## src/rtl/reg_operand_fetch.sv

```systemverilog
// ---------------------------------------------------------------------------
// reg_operand_fetch
//
// Operand-fetch stage between decode and execute. Drives the register file
// read ports from the offered source specifiers, tracks in-flight
// destinations in a busy scoreboard, stalls on read-after-write hazards and
// hands captured operands to execute through a one-entry output register.
// The writeback bus is snooped to clear busy bits.
//
// Optional feature macro: OPERAND_BYPASS_EN
//   defined   : a busy source that is being written back this cycle is not
//               hazarded; its operand is taken straight from wb_data.
//   undefined : any busy source stalls; the instruction issues the cycle
//               after the writeback and reads the register file.
//
// Handshakes: a transfer happens on a rising edge where valid and ready are
// both high. A producer holding valid keeps its payload stable until ready;
// ready may depend combinationally on valid-side inputs.
//
// Ports:
//   clk, rst                       clock, async active-high reset
//   in_valid/in_ready              decode handshake
//   in_rs1, in_rs2, in_rd          source / destination specifiers
//   in_rd_wen                      instruction writes in_rd
//   rf_raddr1/2, rf_rdata1/2       combinational register file read ports
//   wb_valid, wb_addr, wb_data     writeback bus (register file write port)
//   out_valid/out_ready            execute handshake
//   out_rs1_data, out_rs2_data     captured operands
//   out_rd, out_rd_wen             forwarded destination info
//   stall_cnt                      number of hazard-stall cycles (wraps)
// ---------------------------------------------------------------------------
module reg_operand_fetch #(
    parameter int DATA_WIDTH = 32,
    parameter int ADDR_WIDTH = 5
) (
    input  logic                  clk,
    input  logic                  rst,
    input  logic                  in_valid,
    output logic                  in_ready,
    input  logic [ADDR_WIDTH-1:0] in_rs1,
    input  logic [ADDR_WIDTH-1:0] in_rs2,
    input  logic [ADDR_WIDTH-1:0] in_rd,
    input  logic                  in_rd_wen,
    output logic [ADDR_WIDTH-1:0] rf_raddr1,
    output logic [ADDR_WIDTH-1:0] rf_raddr2,
    input  logic [DATA_WIDTH-1:0] rf_rdata1,
    input  logic [DATA_WIDTH-1:0] rf_rdata2,
    input  logic                  wb_valid,
    input  logic [ADDR_WIDTH-1:0] wb_addr,
    input  logic [DATA_WIDTH-1:0] wb_data,
    output logic                  out_valid,
    input  logic                  out_ready,
    output logic [DATA_WIDTH-1:0] out_rs1_data,
    output logic [DATA_WIDTH-1:0] out_rs2_data,
    output logic [ADDR_WIDTH-1:0] out_rd,
    output logic                  out_rd_wen,
    output logic [31:0]           stall_cnt
);

    localparam int NREGS = 1 << ADDR_WIDTH;

    typedef enum logic {
        EMPTY = 1'b0,
        FULL  = 1'b1
    } state_t;

    // Current state is kept in a plainly named register so checkers can
    // bind to reg_operand_fetch.state directly.
    state_t state;
    state_t state_next;

    logic [NREGS-1:0]      busy;
    logic [NREGS-1:0]      busy_next;

    logic                  drain;
    logic                  accept;
    logic                  hazard;
    logic                  byp1;
    logic                  byp2;
    logic                  hz1;
    logic                  hz2;
    logic [DATA_WIDTH-1:0] opnd1;
    logic [DATA_WIDTH-1:0] opnd2;

    // ------------------------------------------------------------------
    // Read ports follow the offered specifiers directly.
    // ------------------------------------------------------------------
    assign rf_raddr1 = in_rs1;
    assign rf_raddr2 = in_rs2;

    // ------------------------------------------------------------------
    // Bypass detection and operand selection
    // ------------------------------------------------------------------
`ifdef OPERAND_BYPASS_EN
    // A matching writeback carries the newest value of the register, which
    // the register file only holds after this edge.
    assign byp1 = wb_valid && (wb_addr == in_rs1) && (in_rs1 != '0);
    assign byp2 = wb_valid && (wb_addr == in_rs2) && (in_rs2 != '0);
`else
    assign byp1 = 1'b0;
    assign byp2 = 1'b0;
    // Writeback data only matters for the bypass path.
    logic unused_wb_data;
    assign unused_wb_data = ^wb_data;
`endif

    always_comb begin
        opnd1 = rf_rdata1;
        opnd2 = rf_rdata2;
        if (in_rs1 == '0) begin
            opnd1 = '0;
        end else if (byp1) begin
            opnd1 = wb_data;
        end
        if (in_rs2 == '0) begin
            opnd2 = '0;
        end else if (byp2) begin
            opnd2 = wb_data;
        end
    end

    // ------------------------------------------------------------------
    // Hazard and handshake
    // ------------------------------------------------------------------
    assign hz1    = (in_rs1 != '0) && busy[in_rs1] && !byp1;
    assign hz2    = (in_rs2 != '0) && busy[in_rs2] && !byp2;
    assign hazard = hz1 | hz2;
    assign in_ready = drain & !hazard;
    assign accept   = in_valid & in_ready;

    // ------------------------------------------------------------------
    // FSM: state register
    // ------------------------------------------------------------------
    always_ff @(posedge clk or posedge rst) begin
        if (rst) begin
            state <= EMPTY;
        end else begin
            state <= state_next;
        end
    end

    // FSM: next state
    always_comb begin
        state_next = state;
        case (state)
            EMPTY: if (accept) state_next = FULL;
            FULL:  if (out_ready && !accept) state_next = EMPTY;
            default: state_next = EMPTY;
        endcase
    end

    // FSM: outputs
    always_comb begin
        out_valid = (state == FULL);
        drain     = (state == EMPTY) | out_ready;
    end

    // ------------------------------------------------------------------
    // Scoreboard: clear on writeback first, then set on accept, so a
    // same-cycle set and clear of one register leaves it busy (the newly
    // accepted producer is still outstanding). Entry 0 never goes busy.
    // ------------------------------------------------------------------
    always_comb begin
        busy_next = busy;
        if (wb_valid) begin
            busy_next[wb_addr] = 1'b0;
        end
        if (accept && in_rd_wen) begin
            busy_next[in_rd] = 1'b1;
        end
        busy_next[0] = 1'b0;
    end

    always_ff @(posedge clk or posedge rst) begin
        if (rst) begin
            busy <= '0;
        end else begin
            busy <= busy_next;
        end
    end

    // ------------------------------------------------------------------
    // Output register: loads only on accept, otherwise holds so that a
    // stalled execute sees stable operands.
    // ------------------------------------------------------------------
    always_ff @(posedge clk or posedge rst) begin
        if (rst) begin
            out_rs1_data <= '0;
            out_rs2_data <= '0;
            out_rd       <= '0;
            out_rd_wen   <= 1'b0;
        end else if (accept) begin
            out_rs1_data <= opnd1;
            out_rs2_data <= opnd2;
            out_rd       <= in_rd;
            out_rd_wen   <= in_rd_wen;
        end
    end

    // Counts cycles where decode offers and the output could drain, but a
    // hazard blocks the accept.
    always_ff @(posedge clk or posedge rst) begin
        if (rst) begin
            stall_cnt <= '0;
        end else if (in_valid && drain && hazard) begin
            stall_cnt <= stall_cnt + 32'd1;
        end
    end

endmodule

```

## config.mk

```make
export PLATFORM = sky130hd
export DESIGN_NAME = reg_operand_fetch
export DESIGN_NICKNAME = d
export VERILOG_FILES = /design/src/rtl/reg_operand_fetch.sv
export SDC_FILE = /design/constraint.sdc
export NUM_CORES = 1
export LEC_CHECK = 0
export CAP_MARGIN = 20
export CELL_PAD_IN_SITES_DETAIL_PLACEMENT = 0
export CELL_PAD_IN_SITES_GLOBAL_PLACEMENT = 1
export CORE_ASPECT_RATIO = 2
export CORE_MARGIN = 10
export CORE_UTILIZATION = 34
export CTS_BUF_LIST = sky130_fd_sc_hd__clkbuf_16
export DETAILED_ROUTE_END_ITERATION = 12
export GPL_ROUTABILITY_DRIVEN = 1
export PLACE_DENSITY_LB_ADDON = 0.1
export SKIP_LAST_GASP = 1
export SYNTH_ARGS = -nofsm -noshare
export SYNTH_HDL_FRONTEND = slang
export SYNTH_SLANG_ARGS = --single-unit
```

## constraint.sdc

```tcl
create_clock -name clk -period 5.97 [get_ports clk]
set_input_delay 0.8955 -clock clk [delete_from_list [all_inputs] [get_ports clk]]
set_output_delay 0.8955 -clock clk [all_outputs]
set_load 0.05 [all_outputs]
```

# Word level (Yosys, flattened, before mapping)
# Index checks and enable logic that the tools add are counted.
# classes
bitwise_logic	8
order_cmp	6
addsub	1
n_mux	15
reduce_logical	14
# ops
op	count
32-bit two-way mux	4
32-bit by 1-bit adder with 32-bit output (second input constant)	1
32-bit AND	1
32-bit NOT	1
32-bit OR	1
5-bit by 6-bit less-than comparator with 1-bit output (second input constant)	4
1-bit binary-select mux with 5-bit select	2
1-bit demux with 5-bit select	2
5-bit by 1-bit >= comparator with 1-bit output (second input constant)	2
5-bit logical NOT	2
5-bit nonzero test	2
1-bit logical AND	8
1-bit two-way mux	6
1-bit AND	2
1-bit logical NOT	2
1-bit OR	2
1-bit one-hot mux with 2 select lines	1
1-bit NOT	1
# word_totals
wordCells	51
output_inout_bits	114
ff_bits	134

# Longest topological paths before layout
# Gate-level depths: netlist of the first run.
# depth
word_depth	11
depth_mapped	11
depth_no_buf	7

# Worst setup path after synthesis of the first run
# No wires, ideal clock.
# synth_timing
path_kind	input -> output
from	input port in_rs2[0]
to	output port in_ready
t_arrival_ps	2852
required_ps	5075
path_slack_ps	2222
n_path_buf	3
cell_stages	9
path_cell_list	buf_6 mux4_2 o211ai_1 a21oi_1 nor4_1 o211a_1 buf_6 buf_4 and2_1
# synth_between
elab_chain_cells	6
word_cells_on_any_way	7
# synth_rtl
item	line	source
start, declared	41	input logic [ADDR_WIDTH-1:0] in_rs2,
1-bit binary-select mux with 5-bit select	126	assign hz2 = (in_rs2 != '0) && busy[in_rs2] && !byp2;
1-bit two-way mux (not written as such)	126	
1-bit logical AND (*)	126	
1-bit OR (*)	127	assign hazard = hz1 | hz2;
1-bit logical NOT (*)	128	assign in_ready = drain & !hazard;
1-bit AND (*)	128	
end, declared	39	output logic in_ready,
# Every way passes the cells marked *; elsewhere a longest branch is shown, timed or not. The select of a mux whose other input is x is not followed.

# Final worst setup path of the first run
# Ends and elaborated chain as after synthesis.

==> results.cfg, run 1 <==
[route]
vias = 5396
firstDrtPassIters = 4
drt_iter0_drc = 288
wl_per_cell_um = 19.5
routed_via_density = 4.92
drc_errors = 0
drt_wl_total_um = 21400
ant_nets = 0

[sta]
hold-worst-slack_ns = 0.468
slew_headroom_pct = 38.3
tightestPinTransition_ns = 0.925
clock_skew_ns = 0.0104
setup_viol = 0
fmax_mhz = 214
hold_viol = 0
setup_tns_ns = 0
setup_slack_ns = 1.31
slew_viol_final = 0
rsz0062_at_grt = false
fin_crit_ns = 4.66
fin_crit_sh_pct = 78.1

[min_path]
min_path_type = flip-flop to flip-flop

[clocking]
insertion_delay_ns = 0.42
cts_root_buf = clkbuf_16
clock-sinks = 134
path_clk_slew_ns = 0.06
cts.htree.levels = 4
cts.path.max_buffers = 2
cts_resized = 0
cts_tree = done
numCtsBuffers = 17
hold_buffers = 0
cts_setup_buffers = 0

[global_route]
grt_max_degree = 101
grt_pass1_wl_um = 33200
antenna_found_initial = 2
gr-total-overflow = 0
grt_usage_pct = 16.5
grt_pass1_vias = 5838

[floorplan]
start_util_pct = 34.4
die_h_um = 218
dieArea_um2 = 25800
fp-row-count = 72
fp.dieW_um = 119
core_um2 = 19300
ios = 236

[layout]
mostFrequentLayoutCells = clkdlybuf4s50_1 (202), dfrtp_1 (134), nand2_1 (84)
drive_above_1_share_pct = 7.66
finalCoreUtilization_pct = 48.9
area_delta_synth_final_pct = 42.1
final_common_cell = clkdlybuf4s50_1
stdcell_area_um2 = 9430
final_nets = 946

[synth]
synth_cell_types = 47
ys_ff_latch = 134
syn_area_per_cell_um2 = 10.5
synth_edf_count = 0
synth_fp_nets = 755
synth_seq_area_share_pct = 50.5
synth_area_um2 = 6640
synthFlopType = dfrtp_1
syn-instance-count = 632
ys.warnings.count = 0
synthArstFlopShare_pct = 100

[placement]
dp_slack_ns = 1.13
place.gp.congestion = 0.846
post-dp-hpwl_um = 16000
port_buffers = 203
place_area_um2 = 8740

[power]
power_leakage_nw = 4.66
p_int_mw = 2.29
ir_drop_mv = 0.390
powerDensity_nw_per_um2 = 399
clkPwrFrac_pct = 29.9
power.switching_mw = 1.48
p_sw_share_pct = 39.3
p_seq_share_pct = 32.5
combPwrFrac_pct = 37.6

[critical_path]
path_max_fanout = 12
critPathRequiredTime_ns = 5.07
crit_chain = clkdlybuf4s50_1 > mux4_2 > o211ai_1 > a21oi_1 > nor4_1 > o211a_1 > and2_1 > buf_4
cp_slowest_cell = clkdlybuf4s50_1
endpoint_kind = output pin
start_kind = primary input
critPathBufInv = 2
cp.arrival_ns = 3.77
slowest_delay_ns = 0.85
path_class = primary input to output pin
cp_top_family = buffers and inverters

[flow_run]
max_cap_violations = 0

[outcome]
outcome = completed
state kept, by name (all words and copies together), names as in the netlist:
register	flops
out_rs1_data	32
out_rs2_data	32
stall_cnt	32
busy	31
out_rd	5
out_rd_wen	1
out_valid	1
stage by stage:
stage	instances	total power, mW
detailed placement	1061	2.67
finish	1097	3.76
global placement	1061	2.64
global route	1097	3.92
CTS	1093	3.81
floorplan	632	2.14
synthesized netlist by cell type (2+ instances only):
library cell | instances | area, µm²
mux4_2 | 10 | 225
o211ai_1 | 2 | 15.0
inv_1 | 74 | 278
clkbuf_1 | 8 | 30.0
nand4_2 | 2 | 25.0
xor2_1 | 29 | 254
nor4b_1 | 6 | 52.6
nand3b_1 | 8 | 60.1
o31ai_1 | 2 | 15.0
nor2_1 | 17 | 63.8
nand2_1 | 84 | 315
or3b_2 | 5 | 43.8
mux2_1 | 4 | 45.0
o21ai_0 | 60 | 300
mux2i_1 | 69 | 691
and2_1 | 2 | 12.5
buf_2 | 3 | 15.0
nand4_1 | 3 | 18.8
dfrtp_1 | 134 | 3350
and3_1 | 4 | 25.0
buf_6 | 12 | 135
nor4bb_1 | 2 | 20.0
buf_4 | 13 | 97.6
and4_1 | 3 | 26.3
or3_1 | 2 | 12.5
mux2_2 | 6 | 67.6
nand2b_1 | 4 | 25.0
nor2b_1 | 4 | 25.0
xnor2_1 | 2 | 17.5
nor3_1 | 15 | 75.1
nand3_1 | 17 | 85.1
a311oi_1 | 2 | 17.5
nor4_1 | 10 | 62.6
final timing paths:
path / from / end / slack, ns / cells after the start
max in group asynchronous: rst / stall_cnt[16]$_DFFE_PP0P_ / 3.85 / 3
setup reg to reg: busy[29]$_DFF_PP0_ / out_rs1_data[12]$_DFFE_PP0P_ / 2.65 / 8
hold reg to reg: stall_cnt[31]$_DFFE_PP0P_ / stall_cnt[31]$_DFFE_PP0P_ / 0.47 / 1
min in group asynchronous: rst / out_rs2_data[10]$_DFFE_PP0P_ / 1.06 / 2
setup / recovery: in_rs2[0] / in_ready / 1.31 / 8
hold / removal: stall_cnt[31]$_DFFE_PP0P_ / stall_cnt[31]$_DFFE_PP0P_ / 0.47 / 1
power by group through the flow:
stage          logic [mW]  registers [mW]  clock network [mW]
3_3_place_gp         1.41            1.23                   0
4_1_cts              1.44            1.22                1.15
3_5_place_dp         1.43            1.24                   0
2_1_floorplan       0.351            1.79                   0
6_report             1.41            1.22                1.13
5_1_grt              1.49            1.25                1.18
per-layer routing:
layer	track usage [%]	wire length [µm]	up-vias
li1	-	-	2515
met1	15.7	7340	2693
met2	30.9	12200	162
met3	5.55	1360	26
met4	7.61	538	0
met5	0	0	-
area by class of cell:
type                    instances  area [µm²]
repair buffers                208        2110
inverters                      74         283
flip-flops and latches        134        3350
clock inverters                15         203
clock buffers                  17         425
multi-input cells             388        2730
well taps                     259         324
diodes                          2        5.00
fillers                      1861        9850
cell families (layout without fill, tap and decap cells):
group	after synthesis	count (layout)	synth area share [%]
compound gates	76	76	6.52
xor+xnor	31	31	4.09
fa+ha+maj	1	1	0.189
buf+inv	110	314	8.37
flops	134	134	50.5
mux	89	89	15.5
other cells	0	2	0
simple gates	191	191	14.8
worst reg2reg max path, delay by kind of cell (launching register included):
family | cells | cell delay, ns
DFF | 1 | 0.40
buffers and inverters | 1 | 0.55
AOI/OAI and AO/OA | 3 | 0.65
and+or+nand+nor | 2 | 0.95
muxes | 2 | 0.64
(Power assumes the default switching activity.)
==> run 2, diff against run 1 <==
- CORE_UTILIZATION: 34 -> 31
- clock period: 5.97 -> 4.2 ns (I/O delays scaled with it)
==> results.cfg, run 2 (synthesized netlist as in run 1, its figures left out) <==
[clocking]
cts_root_buf = clkbuf_16
path_clk_slew_ns = 0.06
cts_resized = 0
cts_tree = done
cts.path.max_buffers = 2
cts_setup_buffers = 0
cts.htree.levels = 4
numCtsBuffers = 17
clock-sinks = 134
hold_buffers = 0
insertion_delay_ns = 0.43

[floorplan]
ios = 236
fp-row-count = 75
fp.dieW_um = 123
die_h_um = 227
start_util_pct = 31.6
dieArea_um2 = 28000
core_um2 = 21000

[critical_path]
reg2reg_depth = 9
start_kind = primary input
crit_chain = clkdlybuf4s50_1 > mux4_2 > o22ai_1 > nor4bb_1 > nor4_1 > o211a_1 > and2_1 > buf_12
critPathRequiredTime_ns = 3.57
r2r-start = busy[19]$_DFF_PP0_
endpoint_kind = output pin
path_max_fanout = 8
slowest_delay_ns = 0.72
cp_slowest_cell = clkdlybuf4s50_1
ff2ff_setup_slack_ns = 1.51
cp.arrival_ns = 3.10
timing.rr.end = stall_cnt[21]$_DFFE_PP0P_
path_class = primary input to output pin

[layout]
area_delta_synth_final_pct = 42.4
top_regs = out_rs1_data x32, out_rs2_data x32, stall_cnt x32
fill_cells = 2075
final_common_cell = clkdlybuf4s50_1
final_cells = 1115
drive_above_1_share_pct = 8.05
mostFrequentLayoutCells = clkdlybuf4s50_1 (202), dfrtp_1 (134), nand2_1 (84)
final_nets = 955

[sta]
tightestPinTransition_ns = 0.725
setup_tns_ns = 0
hold_viol = 0
fin_crit_ns = 3.73
slew_headroom_pct = 51.6
clock_skew_ns = 0.00854
slew_viol_final = 0
fin_crit_sh_pct = 88.9
rsz0062_at_grt = false
setup_viol = 0
fmax_mhz = 268

[placement]
placed_cells = 1082
post-dp-hpwl_um = 16400
place.gp.congestion = 0.833
port_buffers = 203

[route]
drc_errors = 0
routed_via_density = 4.86
firstDrtPassIters = 5
ant_nets = 0
drt_wl_total_um = 21600
drt_iter0_drc = 253
wl_per_cell_um = 19.4
vias = 5421

[global_route]
grt_pass1_vias = 5843
gr-total-overflow = 0
antenna_found_initial = 2
grt_max_degree = 76
grt_pass1_wl_um = 33300
grt_usage_pct = 15.6

[power]
p_seq_share_pct = 33.2
powerDensity_nw_per_um2 = 555
total_power_mw = 5.24
power_leakage_nw = 4.69
power.switching_mw = 2.06
ir_drop_mv = 0.254
clkPwrFrac_pct = 28.2
p_int_mw = 3.18
combPwrFrac_pct = 38.6
p_sw_share_pct = 39.3

[min_path]
holdPathEnd = stall_cnt[31]$_DFFE_PP0P_
min_path_type = flip-flop to flip-flop
hold_depth = 1
hp-start = stall_cnt[31]$_DFFE_PP0P_

[outcome]
outcome = completed

[flow_run]
max_cap_violations = 0
## run 2: cell count changes in the layout (fill, tap and decap cells not counted), sizes merged
cell      delta
diode        -1
bufinv       -1
buf          +9
inv          +1
clkinv       -1
clkinvlp     +1
## run 2: layout make-up
type	count	area (µm²)	area share, %
Tap cell	269	337	3.56
Timing Repair Buffer	217	2170	23.0
Clock buffer	17	425	4.50
Inverter	74	282	2.98
Clock inverter	15	149	1.58
Multi-Input combinational cell	388	2730	28.9
Sequential cell	134	3350	35.5
Antenna cell	1	2.50	0.0265
## run 2: metal layers
layer	GRT usage (%)	part of all wire, %	routed length [µm]	vias up
li1	-	-	-	2535
met3	5.80	7.9	1700	37
met4	6.68	2.2	465	2
met2	28.0	55	12000	191
met1	15.5	35	7470	2656
met5	0	0.060	13	-
## run 2: critical path, delay by kind of cell
kind | cells | cell delay (ns)
AND/OR/NAND/NOR | 3 | 0.63
AO/OA/AOI/OAI | 2 | 0.41
buffers and inverters | 2 | 0.87
multiplexers | 1 | 0.55
## run 2: power groups by stage
stage	Sequential, mW	Combinational (mW)	Clock (mW)
3_5_place_dp	1.76	2.05	0
5_1_grt	1.78	2.13	1.57
3_3_place_gp	1.75	2.03	0
6_report	1.74	2.02	1.48
4_1_cts	1.74	2.06	1.52
2_1_floorplan	2.54	0.499	0
## run 2: worst max-delay path by stage
stage,from,to,cells after the start
detailed placement,in_rs2[0],out_rs1_data[4]$_DFFE_PP0P_,10
global placement,in_rs2[0],in_ready,8
finish,in_rs2[0],in_ready,8
floorplan,in_rs2[0],in_ready,9
CTS,in_rs2[0],in_ready,8
global route,in_rs2[0],in_ready,8
## run 2: stage by stage
step	instance area, µm²	utilization, %	hold WS [ns]	setup WS (ns)
5_1_grt	9450	44.9	0.507	0.266
4_1_cts	9450	44.9	0.486	0.402
3_5_place_dp	8870	42.2	0.469	0.411
2_1_floorplan	6640	-	0.479	0.983
6_report	9450	44.9	0.478	0.466
3_3_place_gp	8870	42.2	0.465	0.367
